==> src/rtl/ascon_round_sequencer.sv <==
// Round-index sequencer for the Ascon permutation: issues indices MAX_ROUNDS-nr .. MAX_ROUNDS-1,
// one per unheld cycle, plus state-register enable / input-select strobes and a done pulse.
module ascon_round_sequencer #(
  parameter int MAX_ROUNDS = 12,
  parameter int ROUND_W    = 4
) (
  input  logic               clock,
  input  logic               reset_n,
  input  logic               i_start,
  input  logic [ROUND_W-1:0] i_nb_rounds,
  input  logic               i_hold,
  output logic               o_ready,
  output logic [ROUND_W-1:0] o_round,
  output logic               o_round_valid,
  output logic               o_sel_input,
  output logic               o_busy,
  output logic               o_done,
  output logic               o_err
);

  typedef enum logic [1:0] {
    S_IDLE = 2'd0,
    S_RUN  = 2'd1,
    S_DONE = 2'd2
  } state_t;

  localparam logic [ROUND_W-1:0] MAX_R  = ROUND_W'(MAX_ROUNDS);
  localparam logic [ROUND_W-1:0] LAST_R = ROUND_W'(MAX_ROUNDS - 1);

  state_t             state_q, state_d;
  logic [ROUND_W-1:0] round_q, round_d;
  logic               first_q, first_d;
  logic               err_q, err_d;
  logic               nb_legal;

  assign nb_legal = (i_nb_rounds != '0) && (i_nb_rounds <= MAX_R);

  always_ff @(posedge clock) begin
    if (!reset_n) begin
      state_q <= S_IDLE;
      round_q <= '0;
      first_q <= 1'b0;
      err_q   <= 1'b0;
    end else begin
      state_q <= state_d;
      round_q <= round_d;
      first_q <= first_d;
      err_q   <= err_d;
    end
  end

  always_comb begin
    state_d = state_q;
    round_d = round_q;
    first_d = first_q;
    err_d   = 1'b0;
    unique case (state_q)
      S_IDLE: begin
        if (i_start) begin
          if (nb_legal) begin
            round_d = MAX_R - i_nb_rounds;
            first_d = 1'b1;
            state_d = S_RUN;
          end else begin
            err_d = 1'b1;
          end
        end
      end
      S_RUN: begin
        // A held cycle freezes everything, including the pending first-round select.
        if (!i_hold) begin
          first_d = 1'b0;
          if (round_q == LAST_R) begin
            state_d = S_DONE;
          end else begin
            round_d = round_q + 1'b1;
          end
        end
      end
      S_DONE: begin
        round_d = '0;
        state_d = S_IDLE;
      end
      default: begin
        round_d = '0;
        first_d = 1'b0;
        state_d = S_IDLE;
      end
    endcase
  end

  assign o_ready       = (state_q == S_IDLE);
  assign o_round       = round_q;
  assign o_round_valid = (state_q == S_RUN) && !i_hold;
  assign o_sel_input   = (state_q == S_RUN) && first_q;
  assign o_busy        = (state_q == S_RUN) || (state_q == S_DONE);
  assign o_done        = (state_q == S_DONE);
  assign o_err         = err_q;

endmodule

==> config.mk <==
export PLATFORM = sky130hd
export DESIGN_NAME = ascon_round_sequencer
export DESIGN_NICKNAME = d
export VERILOG_FILES = /design/src/rtl/ascon_round_sequencer.sv
export SDC_FILE = /design/constraint.sdc
export NUM_CORES = 1
export LEC_CHECK = 0
export CAP_MARGIN = 30
export CORE_AREA = 2 2 39 41
export CTS_CLUSTER_DIAMETER = 200
export DETAILED_ROUTE_END_ITERATION = 8
export DIE_AREA = 0 0 41 43
export PLACE_DENSITY_LB_ADDON = 0.05
export SYNTH_ARGS = -nofsm -noshare
export SYNTH_HDL_FRONTEND = slang
export SYNTH_SLANG_ARGS = --single-unit
==> constraint.sdc <==
create_clock -name clock -period 1.55 [get_ports clock]
set_clock_uncertainty 0.1 [all_clocks]
set_input_delay 0.155 -clock clock [delete_from_list [all_inputs] [get_ports clock]]
set_output_delay 0.155 -clock clock [all_outputs]
set_load 0.1 [all_outputs]
Word-level counts from Yosys, hierarchy flattened:

Cells that the tools add are included.

* register bits after elaboration: 8
* output and inout bits: 10
* logic and storage cells: 42
* input port bits: 8

* eq/ne operators: 8
* $add $sub $neg: 2
* $lt $le $gt $ge: 1
* bitwise operators: 1
* multiplexer cells: 15
* reduce and logical (&&, ||, !) cells: 11

Operators by type and width (count)
* 4-bit 2-to-1 mux: 4
* 4-bit AND reduction: 3
* 2-bit 2-to-1 mux: 4
* 2-bit inequality test, second input constant: 4
* 4-bit case mux with 2 select lines: 1
* 4-bit by 1-bit adder with 4-bit output, second input constant: 1
* 4-bit equality test, second input constant: 1
* 4-bit less-or-equal comparator, second input constant: 1
* 1-bit 2-to-1 mux: 4
* 2-bit case mux with 2 select lines: 1
* 4-bit nonzero test: 1
* 4-bit subtractor, first input constant: 1
* 1-bit logical AND: 3
* 1-bit case mux with 3 select lines: 1
* 3-bit AND reduction: 1
* 2-bit by 1-bit equality test with 1-bit output, second input constant: 1
* 2-bit equality test, second input constant: 1
* 2-bit zero test: 1
* 2-bit by 1-bit inequality test with 1-bit output, second input constant: 1
* 1-bit zero test: 1
* 1-bit logical OR: 1
* 1-bit NOT: 1

Depth between registers and ports, before layout:

* word-level depth: 5
* mapped depth: 7
* mapped depth without buffers: 6

Least setup slack after synthesis:

Ideal clock, no wire load.

* kind: register to output
* start: register state_q[1]
* end: output o_round_valid
* setup slack: -0.695 ns
* required time: 1.295 ns
* cell stages (with the launch flop): 6
* path buffers: 1
* arrival: 1.990 ns
* cells stage by stage: dfxtp_1 inv_1 ha_1 buf_2 inv_1 nor2_1

* longest elaborated chain between the ends: 2

Ends and longest elaborated chain
* start, declared: line 30 `state_t state_q, state_d;`
* start signal, assigned: line 45 `state_q <= state_d;`
* 2-bit by 1-bit equality test with 1-bit output: line 94 `assign o_round_valid = (state_q == S_RUN) && !i_hold;`
* 1-bit logical AND: line 94
* end, declared: line 14 `output logic o_round_valid,`

No other way between the ends.

Final worst setup path:

* start: register round_q[1] (netlist: o_round[1])
* end: register state_q[0]

* longest elaborated chain between the ends: 3

Ends and longest elaborated chain
* start, declared: line 31 `logic [ROUND_W-1:0] round_q, round_d;`
* start signal, assigned: line 46 `round_q <= round_d;`
* 4-bit equality test: line 73 `if (round_q == LAST_R) begin`
* 2-bit inequality test (no source line)
* 4-bit AND reduction (no source line)

No other way between the ends.
A chain may end at the register's enable or synchronous reset.

==> results by group <==
Status
  • Status: complete, no violations

Synthesis
  • Syn Inst Count: 64
  • YS warnings: 0
  • Synth top cells by count: nand2_1 (11), dfxtp_1 (8), inv_1 (6), ha_1 (5), mux2i_1 (5)
  • Number of synthesized flops with an enable pin: 0
  • Register area share after synthesis: 28.8%
  • Synth cell types: 26
  • Cell with the most instances after synthesis: nand2_1
  • Ys async rst share: 0%
  • Top post-synthesis cells by area: dfxtp_1 (29%), ha_1 (11%), mux2i_1 (9.0%), nand2_1 (7.4%), a22o_1 (4.7%)
  • Post-synth top area cell: dfxtp_1
  • Syn avg cell area: 8.70 um2
  • Synth Register Bits: 8
  • Mapped Area: 557 um2
  • Post-synth top area share: 28.8%
  • Main synth FF type: dfxtp_1
  • Syn Nets: 77

Timing
  • Tcrit/Tclk final: 96.9%
  • Slew margin rel.: 83.4%
  • Unrepaired setup endpoints after global routing: true
  • Slew @ Worst Pin: 247 ps
  • Final Critical Period: 1500 ps
  • Max Fclk: 665 MHz
  • Setup violations, final: 0
  • Fin. max-slew vios: 0
  • Post-Route Setup TNS: 0 ps
  • Endpoints failing hold: 0

Cells and area
  • Post-route insts no fill: 118
  • Synthesis-to-layout area growth: 97.8%
  • Layout cells sized above 1: 49.0%
  • # diodes: 0
  • Final net count: 116

Global route
  • Vias in the first global route: 510
  • Gr usage total: 18.5%
  • Grt ovf: 0
  • Global-route wire length before repair: 2160 um
  • Initial antenna violation count: 0
  • Largest net degree at the start of global routing: 10

Setup path
  • RR Startpoint: o_round[1]
  • Crit path launch: o_round[1]
  • Setup slack, reg-to-reg: 50 ps
  • Critical Path End: state_q[0]
  • Reg2reg path depth: 5
  • End of the worst register-to-register path: state_q[0]
  • WP data arrival: 1580 ps
  • CP Capture Type: flop
  • Startpoint Class: flop
  • Worst EP required: 1630 ps
  • Crit-path max FO: 4
  • WS Path Type: reg -> reg

Routing
  • Routed Antenna Nets: 0
  • Routed WL: 1460 um
  • Via count: 613
  • Routed len/inst: 12.4 um
  • Drt pass-1 iters: 4
  • Residual DRC count: 0
  • DRT iter0 DRCs: 11
  • Via density per instance: 5.19

Placed design
  • Placed Cells: 109
  • DP HPWL: 1090 um
  • Port buffer count: 17
  • GP Congestion: 0.837

Hold path
  • HP Class: in -> reg

Flow run
  • MaxCap Viol Count: 0

Floorplan
  • Die X: 41 um
  • Initial core utilization: 40.2%
  • Rows: 14
  • I/O pin count: 18
  • Die area: 0.00176 mm2
  • Chip Height: 43 um
  • Core ar.: 0.00138 mm2

CTS
  • CTS H-tree lvls: 1
  • Clock transition at the registers of the reported paths: 60 ps
  • CTS Hold Bufs: 0
  • CTS tree: yes
  • CTS buffer count: 3
  • Clk sinks: 8
  • Worst-Skew Late Latency: 270 ps
  • Longest Clk Path Bufs: 2
  • Root Buffer: clkbuf_4

Pwr
  • VDD IR max: 1.88 mV
  • Leakage Power: 0.501 nW
  • Power per cell area: 1940 mW/mm2
-- worst min path at each step --
| stage | startpoint | cells after the start | slack (ps) | to |
|---|---|---|---|---|
| global route | i_nb_rounds[3] | 5 | 340 | o_err |
| CTS | first_q | 2 | 370 | first_q |
| finish | i_nb_rounds[3] | 5 | 310 | o_err |
| global placement | first_q | 2 | 340 | first_q |
| detailed placement | first_q | 2 | 360 | first_q |
| floorplan | i_start | 2 | 220 | o_err |
-- cells in the final DEF (no fill, tap or decap), types with 2 or more instances in the layout --
cell / n
buf_4: 18
nand2_1: 11
buf_12: 11
mux2i_1: 5
inv_1: 4
ha_4: 4
clkdlybuf4s50_1: 4
o21ai_0: 3
xor2_1: 3
a22o_1: 3
clkbuf_4: 3
dfxtp_1: 3
dfxtp_4: 3
inv_2: 2
dlygate4sd2_1: 2
dfxtp_2: 2
-- final cells by class --
type | instances | area (um2)
clock buffer | 4 | 26.3
multi-input combinational | 48 | 433
inverter | 6 | 22.5
timing repair buffer | 36 | 425
sequential | 8 | 174
fill | 84 | 283
tap | 16 | 20.0
-- sequential cells by signal (all words and copies together), names as in the netlist --
name	flops
first_q	1
o_err	1
o_round	4
state_q	2
-- through the flow --
step | power (W) | setup slack (ps) | hold WS, ps | cell area [um2] | util, %
after floorplan | 0.00132 | -185 | 216 | 603 | -
after global placement | 0.00183 | -389 | 343 | 1000 | 72.4
after detailed placement | 0.00184 | -410 | 363 | 1000 | 72.4
after CTS | 0.00205 | 20.5 | 371 | 1050 | 75.9
after global routing | 0.00223 | -26.2 | 345 | 1100 | 79.6
final | 0.00214 | 47.3 | 311 | 1100 | 79.6
-- routing by layer --
layer / GRT usage, % / part of all wire (%)
met5: 0 / 0
met2: 27.2 / 51
met4: 12.0 / 2.5
met1: 23.3 / 40
met3: 3.66 / 6.4
-- power by group --
| part | internal (W) | switching, W | leakage [nW] |
|---|---|---|---|
| Sequential | 0.000289 | 0.0000903 | 0.0684 |
| Combinational | 0.000696 | 0.000883 | 0.417 |
| Clock | 0.0000992 | 0.0000828 | 0.0150 |
| Total | 0.00108 | 0.00106 | 0.501 |
-- cells by family after synthesis --
group | count (synthesis) | synth area share, %
mux | 5 | 8.99
compound gates | 16 | 24.7
xor+xnor | 4 | 6.29
fa+ha+maj | 5 | 11.2
flops | 8 | 28.8
buf+inv | 8 | 5.62
simple gates | 18 | 14.4
-- critical path, cell delays in order (launching register included) --
cell and delay, ps:
dfxtp_4 390, ha_4 140, nand2_1 70, or3_4 350
a21oi_2 170, mux2i_1 200
-- repair_timing --
item	CTS	global route
pin swaps	2	2
resized for setup	8	4
buffers inserted	0	5
endpoints found under the setup margin	9	8
Power figures use the tool's default switching activity.
